===== src/rtl/btn_pkg.sv =====
// Shared constants for the push-button debounce/capture slice.
// Holds the clock rate, default debounce window and counter sizing helper.
`timescale 1ns/1ps
package btn_pkg;

    localparam int CLK_HZ                  = 27_000_000;
    localparam int DEBOUNCE_CYCLES_DEFAULT = 270_000;

    // Counter must hold DEBOUNCE_CYCLES-1; keep at least one bit for tiny windows.
    function automatic int cnt_width(input int cycles);
        return (cycles < 2) ? 1 : $clog2(cycles);
    endfunction

    localparam int DEBOUNCE_CNT_W = cnt_width(DEBOUNCE_CYCLES_DEFAULT);

    typedef struct packed {
        logic level;
        logic press;
        logic release_pulse;
    } btn_evt_t;

endpackage


===== src/rtl/btn_debounce.sv =====
// Single-bit debouncer: two-flop synchronizer, stability counter, accepted level
// and registered one-cycle press/release pulses. Raw input is active-low.
`timescale 1ns/1ps
module btn_debounce
    import btn_pkg::*;
#(
    parameter int DEBOUNCE_CYCLES = DEBOUNCE_CYCLES_DEFAULT
) (
    input  logic clk,
    input  logic rst,
    input  logic btn,
    output logic level,
    output logic press,
    output logic release_pulse
);

    localparam int                CNT_W    = cnt_width(DEBOUNCE_CYCLES);
    localparam logic [CNT_W-1:0]  CNT_LAST = CNT_W'(DEBOUNCE_CYCLES - 1);
    localparam logic [CNT_W-1:0]  CNT_ONE  = CNT_W'(1);

    logic             sync_1;
    logic             sync_2;
    logic             sample;
    logic             differ;
    logic             accept;
    logic [CNT_W-1:0] cnt;

    // Synchronizer resets to the released (high) level so reset alone never looks like a press.
    always_ff @(posedge clk) begin
        if (rst) begin
            sync_1 <= 1'b1;
            sync_2 <= 1'b1;
        end else begin
            sync_1 <= btn;
            sync_2 <= sync_1;
        end
    end

    assign sample = ~sync_2;
    assign differ = (sample != level);
    assign accept = differ && (cnt == CNT_LAST);

    always_ff @(posedge clk) begin
        if (rst) begin
            cnt           <= '0;
            level         <= 1'b0;
            press         <= 1'b0;
            release_pulse <= 1'b0;
        end else begin
            press         <= 1'b0;
            release_pulse <= 1'b0;
            if (!differ) begin
                cnt <= '0;
            end else if (accept) begin
                // Pulses are registered alongside level so both appear in the same cycle.
                cnt           <= '0;
                level         <= ~level;
                press         <= ~level;
                release_pulse <= level;
            end else begin
                cnt <= cnt + CNT_ONE;
            end
        end
    end

endmodule


===== src/rtl/btn_latch_ctrl.sv =====
// Two debounced buttons: btn[0] gates a registered D-latch, btn[1] is the data it captures.
// Also exposes the debounced levels and per-button press/release pulses.
`timescale 1ns/1ps
module btn_latch_ctrl
    import btn_pkg::*;
#(
    parameter int DEBOUNCE_CYCLES = DEBOUNCE_CYCLES_DEFAULT
) (
    input  logic       clk,
    input  logic       rst,
    input  logic [1:0] btn,
    output logic [1:0] level,
    output logic [1:0] press,
    // `release` is a reserved word, hence release_pulse.
    output logic [1:0] release_pulse,
    output logic       q,
    output logic       q_n
);

    btn_debounce #(
        .DEBOUNCE_CYCLES (DEBOUNCE_CYCLES)
    ) u_gate (
        .clk           (clk),
        .rst           (rst),
        .btn           (btn[0]),
        .level         (level[0]),
        .press         (press[0]),
        .release_pulse (release_pulse[0])
    );

    btn_debounce #(
        .DEBOUNCE_CYCLES (DEBOUNCE_CYCLES)
    ) u_data (
        .clk           (clk),
        .rst           (rst),
        .btn           (btn[1]),
        .level         (level[1]),
        .press         (press[1]),
        .release_pulse (release_pulse[1])
    );

    // Uses the pre-edge levels: when the gate falls, the old data value is the one kept.
    always_ff @(posedge clk) begin
        if (rst) begin
            q <= 1'b0;
        end else if (level[0]) begin
            q <= level[1];
        end
    end

    assign q_n = ~q;

endmodule


===== config.mk =====
export PLATFORM = sky130hd
export DESIGN_NAME = btn_latch_ctrl
export DESIGN_NICKNAME = d
export VERILOG_FILES = /design/src/rtl/btn_pkg.sv /design/src/rtl/btn_debounce.sv /design/src/rtl/btn_latch_ctrl.sv
export SDC_FILE = /design/constraint.sdc
export NUM_CORES = 1
export LEC_CHECK = 0
export CAP_MARGIN = 25
export CORE_ASPECT_RATIO = 2
export CORE_UTILIZATION = 58
export DETAILED_ROUTE_END_ITERATION = 8
export PLACE_DENSITY = 0.8
export SYNTH_ARGS = -nofsm -noshare
export SYNTH_HDL_FRONTEND = slang
export SYNTH_SLANG_ARGS = --single-unit

===== constraint.sdc =====
create_clock -name clk -period 2.2 [get_ports clk]
set_clock_uncertainty 0.2 [all_clocks]
set_input_delay 0.44 -clock clk [delete_from_list [all_inputs] [get_ports clk]]
set_output_delay 0.44 -clock clk [all_outputs]
set_load 0.02 [all_outputs]

==> impl_metrics.ini <==
[grt]
antenna_found_initial = 0
grt_pass1_wl_mm = 6.80
grt_pass1_vias = 1636
grt_max_degree = 19
grt_usage_pct = 24.1
gr-total-overflow = 0

[cts]
clock_latency_ns = 0.30
cts_inserted_buffers = 5
cts_buffer_depth = 2
clk_pin_slew_ns = 0.09
root_buffer = clkbuf_8
cts_hold_buf = 0
htreeDepth = 2
cts_resized = 0
cts_setup_buffers = 0
cts_tree = built
cts.sinks = 49

[yosys]
ys_top_cells_by_area = dfxtp_1, xnor2_1, nor2_1
seq_area_frac_synth_pct = 45.2
ys.warnings.count = 0
yosys.area.top_type_share_pct = 45.2
synthXorXnorAreaFrac_pct = 11.7
synth_common_cells = dfxtp_1, nor2_1, xnor2_1, nand3_1
syn_avg_cell_area_um2 = 9.09
muxShareOfSynthArea_pct = 0.461
synth-compound-area-share_pct = 5.01
synth.distinct_cells = 36
syn_area_um2 = 2170
synth_seq_cells = 49
synth_top_family_by_area = simple AND/OR/NAND/NOR gates
synth_nets = 245
ys.flop_type = dfxtp_1
yosys.area.top_type = dfxtp_1
synth-edff-count = 0
ys_async_sr_fraction_pct = 0
synthSimpleGateAreaFrac_pct = 30.7
synthMostInstantiatedCell = dfxtp_1
synth_fa_ha_area_share_pct = 1.15
post_synth_inst_count = 239

[detailed_routing]
vias_per_cell = 5.52
final_antenna_net_count = 0
drc = 0
dr.pass1.iters = 4
wl_per_cell_um = 14.0
vias = 1661
drtIter0Drc = 38
routed_wl_mm = 4.22

[layout]
diodes = 0
syn_to_final_growth_pct = 13.0
fin_area_um2 = 2450
drive_gt1_share_pct = 10.3
nFillCells = 303
nNetsFinal = 257
seqCellArea_um2 = 981
multi_input_area_um2 = 1060

[sta]
worst_pin_slew_ns = 0.419
hold_viol = 0
fin_crit_sh_pct = 94.3
finalSetupViolations = 0
drv_slew = 0
timing.slew.headroom_pct = 71.8
fmax_mhz = 482
rsz0062_at_grt = no
finalCriticalPeriod_ns = 2.07
fin_setup_tns_ns = 0

[floorplanning]
row_count = 31
fp.dieH_um = 88.5
die_w_um = 45.3
fp.dieArea_um2 = 4010
coreArea_um2 = 3610
io_pins = 12
start_util_pct = 60.2

[setup_path]
end_kind = output pin
cp_num_buf_inv = 1
cpPeakStageDelay_ns = 0.66
slowest_stage = clkdlybuf4s50_1
rr_startpoint = u_gate.cnt[0]$_SDFF_PP0_
path_max_fanout = 7
path_class = reg2out
crit_family = buffers and inverters
cp_data_required_time_ns = 1.56
cp-start-kind = register
crit_path_cell_trace = clkdlybuf4s50_1
cp.arrival_ns = 1.43
cp-startpoint = u_gate.level$_SDFFE_PP0P_

[power]
peakVddDrop_uv = 648
switching_share_pct = 18.8
internal_power_mw = 1.36
netSwitchingPower_mw = 0.315
seqPwrFrac_pct = 53.2
combPwrFrac_pct = 1.6
p_clk_share_pct = 45.2
p_leak_nw = 0.746
power_density_nw_per_um2 = 683

[placement]
placed_area_um2 = 2320
port_buffers = 11
dp.final_hpwl_mm = 3.21
place.gp.congestion = 0.748

[hold_path]
worstHoldStart = u_data.sync_1$_SDFF_PP1_
hold_class = reg2reg

[run]
cap_violations = 0

[status]
status = completed
-- power groups by stage --
stage | combinational (mW) | sequential, mW | clock, mW
2_1_floorplan | 0.0149 | 0.913 | 0
3_3_place_gp | 0.0259 | 0.914 | 0
3_5_place_dp | 0.0265 | 0.914 | 0
4_1_cts | 0.0269 | 0.893 | 0.774
5_1_grt | 0.0286 | 0.894 | 0.811
6_report | 0.0266 | 0.893 | 0.758
-- final cells by class --
class                      instances  share of cell area (%)
tap                               49                    2.50
multi-input combinational        171                    43.4
clock inverter                     3                    2.80
clock buffer                       5                    2.80
sequential                        49                    40.0
timing repair buffer              18                    7.65
inverter                           6                   0.917
-- stage by stage --
stage | total power [mW] | utilization, % | std cells | hold slack [ns] | worst slack, ns
2_1_floorplan | 0.928 | - | 239 | 0.189 | 0.321
3_3_place_gp | 0.940 | 64.2 | 293 | 0.198 | 0.280
3_5_place_dp | 0.940 | 64.2 | 293 | 0.199 | 0.182
4_1_cts | 1.69 | 68.1 | 301 | 0.234 | 0.0951
5_1_grt | 1.73 | 68.1 | 301 | 0.241 | 0.0531
6_report | 1.68 | 68.1 | 301 | 0.229 | 0.125
-- state kept, by name, indices dropped and copies added, names as in the netlist --
name,count
u_gate.sync_1,1
u_data.cnt,19
u_gate.cnt,19
u_data.sync_1,1
u_gate.level,1
u_data.level,1
u_gate.sync_2,1
q,1
u_data.sync_2,1
u_gate.release_pulse,1
u_gate.press,1
u_data.release_pulse,1
u_data.press,1
-- routing by layer --
| metal | routed length [µm] | GRT usage [%] | up-vias | part of all wire (%) |
|---|---|---|---|---|
| met5 | 0 | 0 | - | 0 |
| met4 | 86 | 12.1 | 0 | 2.0 |
| met3 | 51 | 5.10 | 6 | 1.2 |
| met2 | 2560 | 49.3 | 5 | 61 |
| met1 | 1520 | 19.1 | 794 | 36 |
| li1 | - | - | 856 | - |
-- kinds of logic after synthesis --
| kind of cell | after synthesis |
|---|---|
| XOR/XNOR | 29 |
| buffers and inverters | 19 |
| adder cells (fa/ha/maj) | 2 |
| flip-flops | 49 |
| AND/OR/NAND/NOR | 121 |
| multiplexers | 1 |
| AO/OA/AOI/OAI | 18 |
-- cells in the final DEF, fill, tap and decap left out, drive strengths merged, types with 7 or more instances in the layout --
cell	netlist	routed
a21oi	9	9
xnor2	21	21
xor2	8	8
o21ai	7	7
inv	6	7
nand3	15	15
nor3	11	11
or3	9	9
nand2	11	11
nor2	35	35
buf	12	7
dfxtp	49	49
nor4	8	8
clkdlybuf4s50	0	11
nand4	9	9
-- final timing paths --
kind | to | slack (ns) | depth (start not counted)
setup / recovery | level[0] | 0.13 | 1
hold / removal | u_data.sync_2$_SDFF_PP1_ | 0.23 | 1
setup reg to reg | u_gate.cnt[18]$_SDFF_PP0_ | 0.25 | 5
hold reg to reg | u_data.sync_2$_SDFF_PP1_ | 0.23 | 1
No activity file was read; power rests on OpenSTA's default activity.
